`src/rtl/cpu_regfile_scheduler.sv`:
```
// Register-file access scheduler: busy scoreboard, decode/debug read-port arbitration, single writeback port.
// Debug read path is built only when CPU_REGFILE_DEBUG_EN is defined.
module cpu_regfile_scheduler (
  input  logic        i_clock,
  input  logic        i_reset,
  input  logic        i_dec_request,
  input  logic [4:0]  i_dec_rs1_idx,
  input  logic [4:0]  i_dec_rs2_idx,
  input  logic [4:0]  i_dec_rd_idx,
  input  logic        i_dec_rd_write,
  output logic        o_dec_ready,
  output logic        o_dec_valid,
  output logic [31:0] o_dec_rs1,
  output logic [31:0] o_dec_rs2,
  input  logic        i_alu_wr_request,
  input  logic [4:0]  i_alu_wr_idx,
  input  logic [31:0] i_alu_wr_data,
  input  logic        i_mem_wr_request,
  input  logic [4:0]  i_mem_wr_idx,
  input  logic [31:0] i_mem_wr_data,
  output logic        o_alu_wr_ready,
  output logic        o_mem_wr_ready,
  input  logic        i_dbg_request,
  input  logic [4:0]  i_dbg_idx,
  output logic        o_dbg_ready,
  output logic        o_dbg_valid,
  output logic [31:0] o_dbg_data,
  output logic        o_read,
  output logic [4:0]  o_read_rs1_idx,
  output logic [4:0]  o_read_rs2_idx,
  output logic        o_wr_request,
  output logic [4:0]  o_wr_idx,
  output logic [31:0] o_rd,
  input  logic [31:0] i_rs1,
  input  logic [31:0] i_rs2
);

  logic        run;
  logic [31:0] busy_q, busy_d;
  logic        dec_valid_q, dec_valid_d;
  logic        wr_req_q, wr_req_d;
  logic [4:0]  wr_idx_q, wr_idx_d;
  logic [31:0] wr_data_q, wr_data_d;
  logic        dep, dec_ok, dec_grant, dbg_win;
  logic        mem_acc, alu_acc;

  // Every output is forced low during reset, including registered ones still holding pre-reset values.
  assign run = !i_reset;

  assign dep = busy_q[i_dec_rs1_idx] || busy_q[i_dec_rs2_idx] ||
               (i_dec_rd_write && busy_q[i_dec_rd_idx]);
  assign dec_ok    = run && i_dec_request && !dep;
  assign dec_grant = dec_ok && !dbg_win;

`ifdef CPU_REGFILE_DEBUG_EN
  logic [3:0] starve_q, starve_d;
  logic       dbg_valid_q;

  assign dbg_win = run && i_dbg_request && (!dec_ok || starve_q == 4'd8);

  always_comb begin
    starve_d = starve_q;
    if (dbg_win)
      starve_d = '0;
    else if (i_dbg_request && starve_q != 4'd8)
      starve_d = starve_q + 4'd1;
  end

  always_ff @(posedge i_clock) begin
    if (i_reset) begin
      starve_q    <= '0;
      dbg_valid_q <= 1'b0;
    end else begin
      starve_q    <= starve_d;
      dbg_valid_q <= dbg_win;
    end
  end

  assign o_dbg_ready = dbg_win;
  assign o_dbg_valid = run && dbg_valid_q;
  assign o_dbg_data  = o_dbg_valid ? i_rs1 : '0;
`else
  logic dbg_unused;
  assign dbg_unused  = i_dbg_request;
  assign dbg_win     = 1'b0;
  assign o_dbg_ready = 1'b0;
  assign o_dbg_valid = 1'b0;
  assign o_dbg_data  = '0;
`endif

  assign o_dec_ready    = dec_grant;
  assign o_read         = dec_grant || dbg_win;
  assign o_read_rs1_idx = dbg_win ? i_dbg_idx : (dec_grant ? i_dec_rs1_idx : '0);
  assign o_read_rs2_idx = dbg_win ? i_dbg_idx : (dec_grant ? i_dec_rs2_idx : '0);

  assign dec_valid_d = dec_grant;
  assign o_dec_valid = run && dec_valid_q;
  assign o_dec_rs1   = o_dec_valid ? i_rs1 : '0;
  assign o_dec_rs2   = o_dec_valid ? i_rs2 : '0;

  // The output stage drains every cycle, so a new write can always be taken alongside it.
  assign o_mem_wr_ready = run;
  assign o_alu_wr_ready = run && !i_mem_wr_request;
  assign mem_acc = run && i_mem_wr_request;
  assign alu_acc = run && i_alu_wr_request && !i_mem_wr_request;

  always_comb begin
    wr_idx_d  = '0;
    wr_data_d = '0;
    if (mem_acc) begin
      wr_idx_d  = i_mem_wr_idx;
      wr_data_d = i_mem_wr_data;
    end else if (alu_acc) begin
      wr_idx_d  = i_alu_wr_idx;
      wr_data_d = i_alu_wr_data;
    end
    wr_req_d = (mem_acc || alu_acc) && (wr_idx_d != 5'd0);
  end

  assign o_wr_request = run && wr_req_q;
  assign o_wr_idx     = o_wr_request ? wr_idx_q : '0;
  assign o_rd         = o_wr_request ? wr_data_q : '0;

  always_comb begin
    busy_d = busy_q;
    if (wr_req_q)
      busy_d[wr_idx_q] = 1'b0;
    if (dec_grant && i_dec_rd_write && i_dec_rd_idx != 5'd0)
      busy_d[i_dec_rd_idx] = 1'b1;
    busy_d[0] = 1'b0;
  end

  always_ff @(posedge i_clock) begin
    if (i_reset) begin
      busy_q      <= '0;
      dec_valid_q <= 1'b0;
      wr_req_q    <= 1'b0;
      wr_idx_q    <= '0;
      wr_data_q   <= '0;
    end else begin
      busy_q      <= busy_d;
      dec_valid_q <= dec_valid_d;
      wr_req_q    <= wr_req_d;
      wr_idx_q    <= wr_idx_d;
      wr_data_q   <= wr_data_d;
    end
  end

endmodule

```
`config.mk`:
```
export PLATFORM = sky130hd
export DESIGN_NAME = cpu_regfile_scheduler
export DESIGN_NICKNAME = d
export VERILOG_FILES = /design/src/rtl/cpu_regfile_scheduler.sv
export SDC_FILE = /design/constraint.sdc
export NUM_CORES = 1
export LEC_CHECK = 0
export CAP_MARGIN = 40
export CORE_AREA = 2 2 121 123
export CTS_BUF_LIST = sky130_fd_sc_hd__clkbuf_4
export CTS_CLUSTER_SIZE = 24
export DETAILED_ROUTE_END_ITERATION = 6
export DIE_AREA = 0 0 123 125
export GPL_ROUTABILITY_DRIVEN = 0
export PLACE_DENSITY = 0.86
export SLEW_MARGIN = 10
export SYNTH_ARGS = -nofsm -noshare
export SYNTH_HDL_FRONTEND = slang
export SYNTH_SLANG_ARGS = --single-unit
```
`constraint.sdc`:
```
create_clock -name i_clock -period 7.47 [get_ports i_clock]
set_clock_uncertainty 0.05 [all_clocks]
set_input_delay 1.1205 -clock i_clock [delete_from_list [all_inputs] [get_ports i_clock]]
set_output_delay 1.1205 -clock i_clock [all_outputs]
set_load 0.05 [all_outputs]
```
==> impl_metrics.json <==
{
  "cp_top_family": "buffers and inverters",
  "detail_route.vias_per_cell": 5.127,
  "cp_num_cells": 8,
  "layout-drive-gt1-share_pct": 6.037,
  "cts.sinks": 70,
  "yosys_register_bits": 70,
  "routed_wl_um": 18470,
  "dr_wl_met2_um": 9256,
  "ff2ff_path_depth": 7,
  "cts_tree": "built",
  "cts.reportedPaths.clkPinSlew_ns": 0.13,
  "worst_skew_pair.late_latency_ns": 0.42,
  "htreeDepth": 3,
  "fin_tns_setup_ns": 0,
  "vdd.ir_drop.worst_uv": 105.0,
  "antenna_cells": 0,
  "crit_fanout": 15,
  "synth_top_area_share_pct": 30.92,
  "vert_die_dim_um": 125,
  "grtUsageTotal_pct": 22.57,
  "synth_cell_type_count": 49,
  "yosys-top-cells-area": "dfxtp_1 31%, and2_1 14%, a22o_1 7.2%, buf_4 6.0%, mux2i_1 5.7%",
  "max-clock-path-buffers": 2,
  "post-cts-setup-buffer-count": 0,
  "drc": 0,
  "drv_slew": 0,
  "synth_enable_flop_cells": 0,
  "ioPinCount": 316,
  "dp_hpwl_um": 15060,
  "detailed_router_iteration_count_before_antenna_repair": 5,
  "critical_path.max_stage_delay_ns": 0.91,
  "vias": 4850,
  "routed-wl-met3_um": 1894,
  "power.density_cell_area_mw_per_mm2": 132.7,
  "synthFlopType": "dfxtp_1",
  "synth-seq-area-share_pct": 30.92,
  "setup.worst_path.end_class": "primary output",
  "cts_buffers": 9,
  "routedLengthMet1_um": 6358,
  "cts_repair_resize_count": 0,
  "grt_start_max_net_pins": 40,
  "setup.worst_path.class": "input port to primary output",
  "timing.final.setup_violations": 0,
  "ant_nets": 0,
  "ctsRootBufferMaster": "clkbuf_4",
  "async_reset_ff_share_pct": 0,
  "post-route-period-util_pct": 81.24,
  "max_slew_margin_pct": 38.48,
  "routed_wire_length_per_instance_um": 19.53,
  "slowest_stage": "clkdlybuf4s50_1",
  "antenna_found_initial": 0,
  "tightestPinTransition_ns": 0.9185,
  "design.core.area_mm2": 0.01420,
  "detail_route.iter0.violations": 301,
  "syn_area_mm2": 0.004532,
  "path_buf_inv": 3,
  "synthesis_to_finish_area_growth_pct": 63.97,
  "hold_slack_ns": 0.4848,
  "critical_path.most_common_cell": "clkdlybuf4s50_1",
  "min_path_type": "register to register",
  "total_of_warnings_raised_by_yosys": 0,
  "fmax_ghz": 0.1648,
  "top_layer": "met4",
  "initial_utilization_pct": 31.91,
  "outcome": "finished, final reports clean",
  "cp.arrival_ns": 4.90,
  "cp_cell_sequence": "clkdlybuf4s50_1, mux4_2, inv_1, a2111oi_0, nor4_1, and2_1, and4_1, clkdlybuf4s50_1",
  "rows": 44,
  "rsz0062_at_grt": "false",
  "grt_first_pass_wirelength_um": 25850,
  "portBuffers": 275,
  "hold_depth": 2,
  "cap_violations": 0,
  "clock_period_minus_final_worst_setup_slack_ns": 6.069,
  "total_of_fill_cells_in_the_finished_design": 1337,
  "synth.largest_area_cell": "dfxtp_1",
  "dieArea_mm2": 0.01538,
  "postSynthAreaPerCell_um2": 8.869,
  "post_synth_most_frequent_cells": "102 x and2_1, 70 x dfxtp_1, 37 x a22o_1",
  "yosysMostFrequentCell": "and2_1",
  "critPathRequiredTime_ns": 6.30,
  "number_of_buffers_added_to_fix_hold_violations_after_cts": 0,
  "cp-start-kind": "input port",
  "synthesis.instances": 511,
  "grt_overflow_total": 0,
  "finalHoldViolCount": 0,
  "final_nets": 922,
  "first_global_vias": 4546,
  "total_leakage_power_nw": 2.784,
  "die_w_um": 123
}
[where the power goes]
group          internal [mW]  switching, mW  total (mW)  leakage [nW]
Sequential             0.387        0.00672       0.393         0.572
Combinational          0.143          0.193       0.336          2.13
Clock                  0.108          0.148       0.257        0.0809
Total                  0.638          0.348       0.986          2.78
[cells by family after synthesis]
kind of cell	Yosys count	synth area share [%]
flops	70	30.92
compound gates	109	19.80
simple gates	210	28.46
buf+inv	84	10.77
mux	37	9.967
other cells	1	0.08275
[final cells by class]
cell class                      instances  area (um^2)  share of cell area (%)
Timing Repair Buffer                  282         2860                   38.49
Multi-Input combinational cell        390         2779                   37.40
Sequential cell                        70         1401                   18.86
Tap cell                              184        230.2                   3.098
Clock buffer                           10        75.07                   1.010
Clock inverter                          6        70.07                  0.9429
Inverter                                4        15.01                  0.2021
[state kept, by name, summed over array words and instances (netlist names)]
name         cells
wr_data_q       32
busy_q          31
wr_idx_q         5
dec_valid_q      1
wr_req_q         1
[placed cells by master, fill, tap and decap left out, types with 5 or more instances in the layout]
cell type	instances
and2_1	102
mux2i_1	26
conb_1	34
o22ai_1	5
clkbuf_4	10
nor2b_1	7
mux2_2	5
dfxtp_1	70
o31ai_1	27
nor2_1	5
nand3_1	20
and4_1	10
mux4_2	6
a2111oi_0	5
nand3b_1	10
a22o_1	37
nor3b_1	7
clkdlybuf4s50_1	275
nand2_1	22
o211ai_1	16
[worst reg2reg max path: stages, from the launching register on]
cell and delay [ns]:
dfxtp_1 0.38, mux4_2 0.46, nor2b_1 0.12, nor4_1 0.06
a31oi_1 0.69, nand4_2 0.39, buf_16 0.29, o31ai_1 0.27
[per-stage QoR]
| stage | util (%) | instances | power (mW) | instance area [um^2] | setup WS, ns |
|---|---|---|---|---|---|
| final | 52.32 | 946 | 0.9861 | 7431 | 1.401 |
| after global routing | 52.32 | 946 | 1.027 | 7431 | 1.225 |
| after CTS | 52.32 | 946 | 0.9954 | 7431 | 1.411 |
| after detailed placement | 51.29 | 930 | 0.7374 | 7286 | 1.426 |
| after global placement | 50.70 | 926 | 0.7299 | 7201 | 1.357 |
| after floorplan | - | 544 | 0.5999 | 4656 | 2.682 |
[path summary, 6_finish.rpt]
check                      end  slack [ns]              from
max reg2reg         busy_q[31]        4.67         busy_q[2]
min reg2reg          busy_q[8]        0.48         busy_q[8]
max          o_read_rs1_idx[3]        1.40  i_dec_rs1_idx[1]
min                  busy_q[8]        0.48         busy_q[8]
[routing by layer]
| metal | global-route usage [%] | up-vias |
|---|---|---|
| li1 | - | 2288 |
| met1 | 22.99 | 2226 |
| met2 | 40.95 | 300 |
| met3 | 6.615 | 36 |
| met4 | 11.76 | 0 |
| met5 | 0 | - |
Note: power is estimated with default switching activity, not from simulation.
